`src/rtl/v850_sequencer.sv`:
```
// Multi-cycle FETCH/DECODE/EXEC/MEM/WB sequencer for the V850 core: owns the PC, pulses stage enables, handles interrupts, traps and HALT.
// Optional memory-wait timeout is enabled by defining V850_BUS_TIMEOUT_EN.
module v850_sequencer #(
    parameter logic [31:0] RESET_PC       = 32'h0000_0000,
    parameter logic [31:0] TRAP_VECTOR    = 32'h0000_0060,
    parameter int unsigned TIMEOUT_CYCLES = 255
) (
    input  logic        clk,
    input  logic        rst,
    output logic        imem_req,
    input  logic        imem_ack,
    output logic        dmem_req,
    input  logic        dmem_ack,
    input  logic        dec_len32,
    input  logic        dec_is_mem,
    input  logic        dec_is_halt,
    input  logic        dec_illegal,
    input  logic        br_taken,
    input  logic [31:0] br_target,
    input  logic        int_req,
    input  logic [31:0] int_vec,
    input  logic        psw_id,
    output logic [31:0] pc,
    output logic        dec_en,
    output logic        exe_en,
    output logic        wb_en,
    output logic [31:0] save_pc,
    output logic        int_ack,
    output logic        trap,
    output logic        halted
);

    localparam logic [2:0] S_FETCH  = 3'd0;
    localparam logic [2:0] S_DECODE = 3'd1;
    localparam logic [2:0] S_EXEC   = 3'd2;
    localparam logic [2:0] S_MEM    = 3'd3;
    localparam logic [2:0] S_WB     = 3'd4;
    localparam logic [2:0] S_TRAP   = 3'd5;
    localparam logic [2:0] S_HALT   = 3'd6;

    localparam logic [31:0] RESET_PC_FIX = {{6{RESET_PC[25]}}, RESET_PC[25:1], 1'b0};

    logic [2:0]  state_q, state_d;
    logic [31:0] pc_q, pc_d;
    logic [31:0] save_q, save_d;
    logic        imem_req_q, imem_req_d;
    logic        dmem_req_q, dmem_req_d;
    logic        dec_en_q, dec_en_d;
    logic        exe_en_q, exe_en_d;
    logic        wb_en_q, wb_en_d;
    logic        int_ack_q, int_ack_d;
    logic        trap_q, trap_d;
    logic        halted_q, halted_d;

    logic [31:0] inc, seq_raw, np_raw, np_fix, vec_fix;
    logic        int_take;
    logic        timeout;
    logic        wait_inc;
    logic        unused_pc_bits;

    assign inc      = dec_len32 ? 32'd4 : 32'd2;
    assign seq_raw  = pc_q + inc;
    assign int_take = int_req & ~psw_id;

    // Raw next PC before the bit-0 clear / bit-25 sign extension rule.
    always_comb begin
        np_raw = seq_raw;
        case (state_q)
            S_TRAP:  np_raw = TRAP_VECTOR;
            S_WB:    np_raw = br_taken ? br_target : seq_raw;
            default: np_raw = seq_raw;
        endcase
    end

    assign np_fix  = {{6{np_raw[25]}}, np_raw[25:1], 1'b0};
    assign vec_fix = {{6{int_vec[25]}}, int_vec[25:1], 1'b0};
    assign unused_pc_bits = ^{np_raw[31:26], np_raw[0], int_vec[31:26], int_vec[0]};

    always_comb begin
        state_d    = state_q;
        pc_d       = pc_q;
        save_d     = save_q;
        imem_req_d = 1'b0;
        dmem_req_d = 1'b0;
        dec_en_d   = 1'b0;
        exe_en_d   = 1'b0;
        wb_en_d    = 1'b0;
        int_ack_d  = 1'b0;
        trap_d     = 1'b0;
        halted_d   = 1'b0;
        wait_inc   = 1'b0;

        case (state_q)
            S_FETCH: begin
                if (imem_req_q) begin
                    if (imem_ack) begin
                        state_d  = S_DECODE;
                        dec_en_d = 1'b1;
                    end else if (timeout) begin
                        state_d = S_TRAP;
                        trap_d  = 1'b1;
                        save_d  = pc_q;
                    end else begin
                        imem_req_d = 1'b1;
                        wait_inc   = 1'b1;
                    end
                end else if (int_ack_q) begin
                    // Handler fetch starts unconditionally; a still-high level must not re-enter.
                    imem_req_d = 1'b1;
                end else if (int_take) begin
                    int_ack_d = 1'b1;
                    save_d    = pc_q;
                    pc_d      = vec_fix;
                end else begin
                    imem_req_d = 1'b1;
                end
            end

            S_DECODE: begin
                state_d  = S_EXEC;
                exe_en_d = 1'b1;
            end

            S_EXEC: begin
                if (dec_illegal) begin
                    state_d = S_TRAP;
                    trap_d  = 1'b1;
                    save_d  = pc_q;
                end else if (dec_is_halt) begin
                    // PC advances past HALT so the wake-up return address is the next instruction.
                    state_d  = S_HALT;
                    halted_d = 1'b1;
                    pc_d     = np_fix;
                end else if (dec_is_mem) begin
                    state_d    = S_MEM;
                    dmem_req_d = 1'b1;
                end else begin
                    state_d = S_WB;
                    wb_en_d = 1'b1;
                end
            end

            S_MEM: begin
                if (dmem_ack) begin
                    state_d = S_WB;
                    wb_en_d = 1'b1;
                end else if (timeout) begin
                    state_d = S_TRAP;
                    trap_d  = 1'b1;
                    save_d  = pc_q;
                end else begin
                    dmem_req_d = 1'b1;
                    wait_inc   = 1'b1;
                end
            end

            S_WB, S_TRAP: begin
                state_d = S_FETCH;
                if (int_take) begin
                    int_ack_d = 1'b1;
                    save_d    = np_fix;
                    pc_d      = vec_fix;
                end else begin
                    pc_d       = np_fix;
                    imem_req_d = 1'b1;
                end
            end

            S_HALT: begin
                if (int_take) begin
                    state_d   = S_FETCH;
                    int_ack_d = 1'b1;
                    save_d    = pc_q;
                    pc_d      = vec_fix;
                end else begin
                    halted_d = 1'b1;
                end
            end

            default: state_d = S_FETCH;
        endcase
    end

    always_ff @(posedge clk) begin
        if (rst) begin
            state_q    <= S_FETCH;
            pc_q       <= RESET_PC_FIX;
            save_q     <= '0;
            imem_req_q <= 1'b0;
            dmem_req_q <= 1'b0;
            dec_en_q   <= 1'b0;
            exe_en_q   <= 1'b0;
            wb_en_q    <= 1'b0;
            int_ack_q  <= 1'b0;
            trap_q     <= 1'b0;
            halted_q   <= 1'b0;
        end else begin
            state_q    <= state_d;
            pc_q       <= pc_d;
            save_q     <= save_d;
            imem_req_q <= imem_req_d;
            dmem_req_q <= dmem_req_d;
            dec_en_q   <= dec_en_d;
            exe_en_q   <= exe_en_d;
            wb_en_q    <= wb_en_d;
            int_ack_q  <= int_ack_d;
            trap_q     <= trap_d;
            halted_q   <= halted_d;
        end
    end

`ifdef V850_BUS_TIMEOUT_EN
    localparam int unsigned TW = ($clog2(TIMEOUT_CYCLES + 1) > 8) ? $clog2(TIMEOUT_CYCLES + 1) : 8;

    logic [TW-1:0] wait_q;

    // Counts unacknowledged request cycles; any ack or state change clears it.
    always_ff @(posedge clk) begin
        if (rst || !wait_inc) begin
            wait_q <= '0;
        end else begin
            wait_q <= wait_q + TW'(1);
        end
    end

    assign timeout = (wait_q == TW'(TIMEOUT_CYCLES - 1));
`else
    logic unused_timeout_cfg;

    assign timeout            = 1'b0;
    assign unused_timeout_cfg = wait_inc ^ (^TIMEOUT_CYCLES);
`endif

    assign imem_req = imem_req_q;
    assign dmem_req = dmem_req_q;
    assign pc       = pc_q;
    assign dec_en   = dec_en_q;
    assign exe_en   = exe_en_q;
    assign wb_en    = wb_en_q;
    assign save_pc  = save_q;
    assign int_ack  = int_ack_q;
    assign trap     = trap_q;
    assign halted   = halted_q;

endmodule

```
`config.mk`:
```
export PLATFORM = sky130hd
export DESIGN_NAME = v850_sequencer
export DESIGN_NICKNAME = d
export VERILOG_FILES = /design/src/rtl/v850_sequencer.sv
export SDC_FILE = /design/constraint.sdc
export NUM_CORES = 1
export LEC_CHECK = 0
export CAP_MARGIN = 40
export CORE_ASPECT_RATIO = 1.75
export CORE_MARGIN = 1.5
export CORE_UTILIZATION = 32
export DETAILED_ROUTE_END_ITERATION = 6
export GPL_TIMING_DRIVEN = 1
export HOLD_SLACK_MARGIN = 0.03
export PLACE_DENSITY = 0.63
export SYNTH_ARGS = -nofsm -noshare
export SYNTH_HDL_FRONTEND = slang
export SYNTH_SLANG_ARGS = --single-unit
```
`constraint.sdc`:
```
create_clock -name clk -period 3.1 [get_ports clk]
set_input_delay 0.465 -clock clk [delete_from_list [all_inputs] [get_ports clk]]
set_output_delay 0.465 -clock clk [all_outputs]
set_load 0.005 [all_outputs]
```
==> out/metrics.csv, run 1 <==
stage;metric;value;unit
status;status;completed;
setup_path;cp_top_family;simple AND/OR/NAND/NOR gates;
setup_path;critPathBufInv;2;
setup_path;crit_path_start_kind;primary input;
finish;area_growth;46.1;%
setup_path;worstSetupPathType;primary input to register;
cts;cts_setup_buffers;0;
yosys;yosysWarnings;0;
finish;stdcell_count;825;
place;dp.final_hpwl;12.1;mm
finish;drive_above_1_share;0.100;
sta;rsz0062_at_grt;false;
sta;worst_pin_slew;0.800;ns
setup_path;cp.arrival;2.89;ns
cts;cts_buffer_depth;2;
setup_path;required;3.32;ns
setup_path;end_kind;register;
die;die_x;87.2;um
finish;diodes;0;
sta;finalSetupTns;0;ns
yosys;synth.avg_cell_area;7.46;um^2
yosys;yosysSeqAreaShare;0.308;
yosys;yosysUniqueCellTypes;59;
place;port_buffers;130;
sta;finalCritPeriodShare;0.862;
routing;vias;4754;
routing;ant_nets;0;
cts;clk_pin_slew;0.06;ns
finish;post-route-util;0.481;
die;coreArea;0.0121;mm^2
place;place_ws;0.107;ns
grt;grt_pass1_wl;25.0;mm
die;initial_utilization;0.329;
yosys;ys.flop_type;dfxtp_1;
cts;cts_sinks;61;
routing;drt_iter0_markers;358;
routing;routedWlPerCell;20.2;um
grt;antenna_found_initial;0;
yosys;synth_most_common_cell;nor2_1;
place;placed_cells;809;
sta;drv_slew;0;
yosys;synth_seq_cells;61;
sta;hold_slack;0.460;ns
die;ios;147;
cts;clockRootBuffer;clkbuf_16;
pwr;leakagePower;2.03;nW
sta;finalHoldViolCount;0;
yosys;syn_inst;532;
yosys;synth_edf_count;0;
cts;ctsHoldBuffers;0;
sta;fmax;0.374;GHz
grt;grt_max_degree;57;
pwr;fin_total_pwr;3.16;mW
yosys;synth_area;0.00397;mm^2
grt;grt_pass1_vias;4522;
setup_path;slowest_delay;0.44;ns
sta;finalCriticalPeriod;2.67;ns
finish;multi_input_area;0.00245;mm^2
finish;finalInstanceArea;0.00580;mm^2
sta;slew_headroom;0.466;
cts;clk_latency;0.34;ns
hold_path;hold_path_class;register to register;
finish;nNetsFinal;733;
pwr;p_per_area;544;mW/mm^2
setup_path;cp_slowest_cell;clkdlybuf4s50_1;
grt;grt_use_total;0.256;
yosys;synth_top_cell_area_share;0.308;
yosys;synth_top_area_cell;dfxtp_1;
routing;route.detailed.drc;0;
pwr;ir_drop;0.000250;V
routing;drt-vias-per-instance;5.76;
place;post_dp_cell_area;0.00549;mm^2
die;rows;53;
place;finalWeightedCongestion;0.920;
yosys;synth_commonest_cells;nor2_1, dfxtp_1, nand2_1, nor3_1, clkbuf_1;
routing;routed_wl;16.7;mm
grt;grt_overflow;0;
finish;regArea;0.00122;mm^2
cts;h-tree-depth;3;
cts;cts-resized-gates;0;
die;fp.dieH;150;um
routing;drtPass1Iterations;5;
yosys;async_flop_share;0;
yosys;synth_area_leaders;dfxtp_1, nor2_1, nor3_1;
cts;numCtsBuffers;9;
sta;worst_slack;0.427;ns
sta;finalSetupViolCount;0;
setup_path;cp_cell_sequence;clkdlybuf4s50_1, inv_1, ha_1, fa_1, nand4_1, nor4_1, xor2_1, mux2_2, a221oi_1, a2111oi_0;
sta;skew;0.00762;ns
cts;cts_tree;done;
finish;fillers;1242;
job;maxCapViolations;0;
setup_path;cp_max_fo;3;
die;fp.dieArea;0.0131;mm^2
## sequential cells by signal (all words and copies together) (netlist names)
| signal | count |
|---|---|
| wb_en | 1 |
| state_q | 3 |
| exe_en | 1 |
| int_ack | 1 |
| save_pc | 25 |
| dec_en | 1 |
| imem_req | 1 |
| trap | 1 |
| pc | 25 |
| halted | 1 |
| dmem_req | 1 |
## placed cells by master, fill, tap and decap left out, types with 3 or more instances in the layout
cell type	instances
o22ai_1	6
inv_1	6
o21a_1	4
a211oi_1	13
nor3_1	36
a221o_1	4
nor3b_1	3
nand4_1	6
nand3_1	22
clkdlybuf4s50_1	129
xor2_1	3
a21oi_1	26
xnor2_1	18
o211ai_1	6
nand2b_1	7
clkbuf_16	9
mux2i_1	8
nor2_1	69
nand2_1	37
a221oi_1	18
buf_4	38
and3_1	13
dfxtp_1	61
and2_1	3
nor2b_1	6
clkbuf_8	3
nor4_1	13
o21ai_0	34
o31ai_1	3
a311oi_1	9
mux2_2	3
a31oi_1	4
## final timing paths
check / slack, ns / start / to / cells after the start
worst min register to register: 0.46 / save_pc[6] / save_pc[6] / 2
worst min-delay path: 0.46 / save_pc[6] / save_pc[6] / 2
worst max register to register: 0.52 / state_q[1] / save_pc[24] / 8
worst max-delay path: 0.43 / dec_len32 / pc[13] / 10
## logic make-up after synthesis
kind of cell / count (synthesis) / synth area share
compound gates: 148 / 0.257
xor+xnor: 21 / 0.0463
fa+ha+maj: 3 / 0.0113
buf+inv: 64 / 0.0756
flops: 61 / 0.308
mux: 11 / 0.0287
other cells: 1 / 0.000945
simple gates: 223 / 0.272
## metal layers
layer / track usage / vias to the layer above / share of wire
met5: 0 / - / 0
met4: 0.148 / 0 / 0.046
met3: 0.0302 / 45 / 0.058
met2: 0.454 / 235 / 0.53
met1: 0.290 / 2266 / 0.37
li1: - / 2208 / -
## area by class of cell
type | count | area share
multi-input combinational | 408 | 0.423
timing repair buffer | 168 | 0.273
sequential | 61 | 0.211
clock buffer | 13 | 0.0466
tap | 165 | 0.0356
clock inverter | 3 | 0.00733
inverter | 7 | 0.00453
## worst min-delay path: cells and delay by family (launching register included)
| family | cells | cell delay, ns |
|---|---|---|
| AOI/OAI and AO/OA | 1 | 0.05 |
| and+or+nand+nor | 1 | 0.06 |
| DFF | 1 | 0.30 |
## power breakdown
part / internal [mW] / switching (mW) / total [mW]
clock network: 0.687 / 0.386 / 1.07
registers: 0.892 / 0.145 / 1.04
logic: 0.530 / 0.516 / 1.05
total: 2.11 / 1.05 / 3.16
Power figures use the tool's default switching activity.
==> run 2: changes to the inputs <==
--- a/config.mk
+++ b/config.mk
@@ -13,6 +13,7 @@
 export GPL_TIMING_DRIVEN = 1
 export HOLD_SLACK_MARGIN = 0.03
 export PLACE_DENSITY = 0.63
+export SETUP_SLACK_MARGIN = 0.1
 export SYNTH_ARGS = -nofsm -noshare
 export SYNTH_HDL_FRONTEND = slang
 export SYNTH_SLANG_ARGS = --single-unit
==> results of run 2 <==
The final DEF is identical to that of run 1; final timing and power are the same.
==> run 3: changes to the inputs <==
--- a/config.mk
+++ b/config.mk
@@ -7,10 +7,10 @@
 export LEC_CHECK = 0
 export CAP_MARGIN = 40
 export CORE_ASPECT_RATIO = 1.75
-export CORE_MARGIN = 1.5
+export CORE_MARGIN = 2
 export CORE_UTILIZATION = 32
 export DETAILED_ROUTE_END_ITERATION = 6
-export GPL_TIMING_DRIVEN = 1
+export GPL_TIMING_DRIVEN = 0
 export HOLD_SLACK_MARGIN = 0.03
 export PLACE_DENSITY = 0.63
 export SETUP_SLACK_MARGIN = 0.1
==> constraint.sdc (replaced) <==
create_clock -name clk -period 3.2 [get_ports clk]
set_input_delay 0.48 -clock clk [delete_from_list [all_inputs] [get_ports clk]]
set_output_delay 0.48 -clock clk [all_outputs]
set_load 0.005 [all_outputs]
==> run 3 against run 2 <==
- sequential share of layout area increased by 0.17 points
- largest cell class unchanged
- combinational power about the same
- die area up 1.8%
- clock-buffer cell count down 1
- largest power group is now combinational cells
- via count is 3.1% higher
==> out/metrics.csv, run 3 (same netlist as run 1, synthesis figures left out) <==
stage;metric;value;unit;change
grt;grt_use_total;0.288;;+0.0320
place;post_dp_cell_area;0.00548;mm^2;-0.11%
sta;finalHoldViolCount;0;;unchanged
setup_path;crit_path_start_kind;primary input;;
finish;diodes;0;;unchanged
routing;routedWlPerCell;22.5;um;+11%
sta;finalSetupViolCount;0;;unchanged
cts;numCtsBuffers;9;;unchanged
routing;ant_nets;0;;unchanged
setup_path;required;3.39;ns;+0.07 ns
die;ios;147;;unchanged
cts;clk_latency;0.34;ns;about the same
setup_path;end_kind;register;;
die;fp.dieArea;0.0133;mm^2;+1.8%
hold_path;min_path_cells;2;;unchanged
sta;finalCriticalPeriod;3.05;ns;
routing;drtPass1Iterations;7;;+2
pwr;p_per_area;515;mW/mm^2;-5.4%
place;port_buffers;130;;unchanged
die;initial_utilization;0.329;;unchanged
cts;cts_sinks;61;;unchanged
sta;fmax;0.328;GHz;
routing;drt_iter0_markers;453;;+27%
grt;grtUsageMet2;0.520;;+0.0660
setup_path;cp_slowest_cell;a221oi_1;;
setup_path;cp.arrival;3.24;ns;+0.35 ns
cts;ctsHoldBuffers;0;;unchanged
finish;nNetsFinal;752;;+2.6%
status;status;completed;;
setup_path;slowest_delay;0.65;ns;+0.21 ns
routing;routed_wl;19.0;mm;+14%
pwr;leakagePower;1.97;nW;-3.2%
routing;vias;4901;;+3.1%
hold_path;hold_path_class;register to register;;
cts;clk_pin_slew;0.05;ns;about the same
grt;grt_overflow;0;;unchanged
grt;grt_util_met1;0.318;;+0.0278
die;rows;53;;unchanged
die;die_x;88.2;um;+1.1%
finish;drive_above_1_share;0.0665;;-0.0335
place;dp.final_hpwl;14.4;mm;+19%
setup_path;cp_max_fo;4;;+1
finish;mostFrequentLayoutCell;clkdlybuf4s50_1;;
sta;drv_slew;0;;unchanged
pwr;ir_drop;0.000263;V;+5.3%
finish;area_growth;44.9;%;
sta;worst_pin_slew;0.910;ns;+0.110 ns
grt;grt_pass1_wl;28.4;mm;+14%
grt;grt.busiest_layer;met2;;
sta;slew_headroom;0.393;;-0.0731
job;maxCapViolations;0;;unchanged
sta;hold_slack;0.459;ns;-0.000817 ns
setup_path;worstSetupPathType;primary input to register;;
cts;cts_tree;done;;
routing;drt-vias-per-instance;5.82;;+1.0%
sta;rsz0062_at_grt;false;;
setup_path;cp_cell_sequence;clkdlybuf4s50_1, inv_1, ha_1, fa_1, nand4_1, nor2_1, xnor2_1, o21ai_0, a221oi_1, nor3_1;;
cts;clockRootBuffer;clkbuf_16;;
grt;grt_max_degree;12;;-79%
cts;h-tree-depth;3;;unchanged
sta;finalCritPeriodShare;0.952;;
setup_path;reg2regPathDepth;7;;-1
cts;cts_buffer_depth;2;;unchanged
grt;antenna_found_initial;0;;unchanged
place;finalWeightedCongestion;0.938;;+1.9%
die;fp.dieH;151;um;+0.67%
grt;grt_pass1_vias;5032;;+11%
finish;most-common-layout-cells;clkdlybuf4s50_1, nor2_1, dfxtp_1;;
sta;skew;0.00487;ns;-0.00275 ns
grt;met3_usage;0.0365;;+0.00636
finish;finalInstanceArea;0.00575;mm^2;-0.80%
die;coreArea;0.0121;mm^2;unchanged
routing;route.detailed.drc;0;;unchanged
[run 3: layout make-up]
| type | count | area (um^2) |
|---|---|---|
| Inverter | 7 | 26.3 |
| Buffer | 57 | 275 |
| Timing Repair Buffer | 130 | 1300 |
| Fill cell | 1294 | 6310 |
| Tap cell | 165 | 206 |
| Clock inverter | 2 | 10.0 |
| Sequential cell | 61 | 1220 |
| Multi-Input combinational cell | 408 | 2460 |
| Clock buffer | 12 | 256 |
[run 3: per-stage QoR]
| step | std cells | setup TNS (ns) | total power, mW | setup WS (ns) | utilization |
|---|---|---|---|---|---|
| after floorplan | 533 | 0 | 1.50 | 0.947 | - |
| after global placement | 828 | -0.395 | 2.04 | -0.0849 | 0.454 |
| after detailed placement | 828 | -0.586 | 2.05 | -0.0923 | 0.454 |
| after CTS | 842 | 0 | 2.96 | 0.251 | 0.476 |
| after global routing | 842 | 0 | 3.10 | 0.100 | 0.477 |
| final | 842 | 0 | 2.96 | 0.154 | 0.477 |
[run 3: repair_timing]
action	CTS	global route
resized for setup	0	3
buffers inserted	0	0
endpoints found under the hold margin	0	0
setup endpoints to repair	0	6
[run 3: power by group]
| part | total, mW | leakage (nW) | switching [mW] | internal, mW |
|---|---|---|---|---|
| registers | 0.982 | 0.498 | 0.117 | 0.864 |
| logic | 1.06 | 1.33 | 0.560 | 0.502 |
| clock network | 0.917 | 0.134 | 0.362 | 0.555 |
[run 3: final timing paths]
path	startpoint	endpoint	slack (ns)
hold reg to reg	save_pc[6]	save_pc[6]	0.46
hold / removal	save_pc[6]	save_pc[6]	0.46
setup reg to reg	state_q[2]	save_pc[9]	0.23
setup / recovery	dec_len32	save_pc[9]	0.15
[run 3: layer usage]
layer | up-vias | wire length [um]
li1 | 2246 | -
met1 | 2331 | 6930
met2 | 259 | 10000
met3 | 65 | 1050
met4 | 0 | 955
met5 | - | 0
[run 3: worst max-delay path, delay by kind of cell]
kind / cells / cell delay (ns)
xor gates and xnor gates: 1 / 0.20
adders and majority gates: 2 / 0.68
AOI/OAI and AO/OA: 2 / 0.79
buffers and inverters: 2 / 0.60
and+or+nand+nor: 3 / 0.48
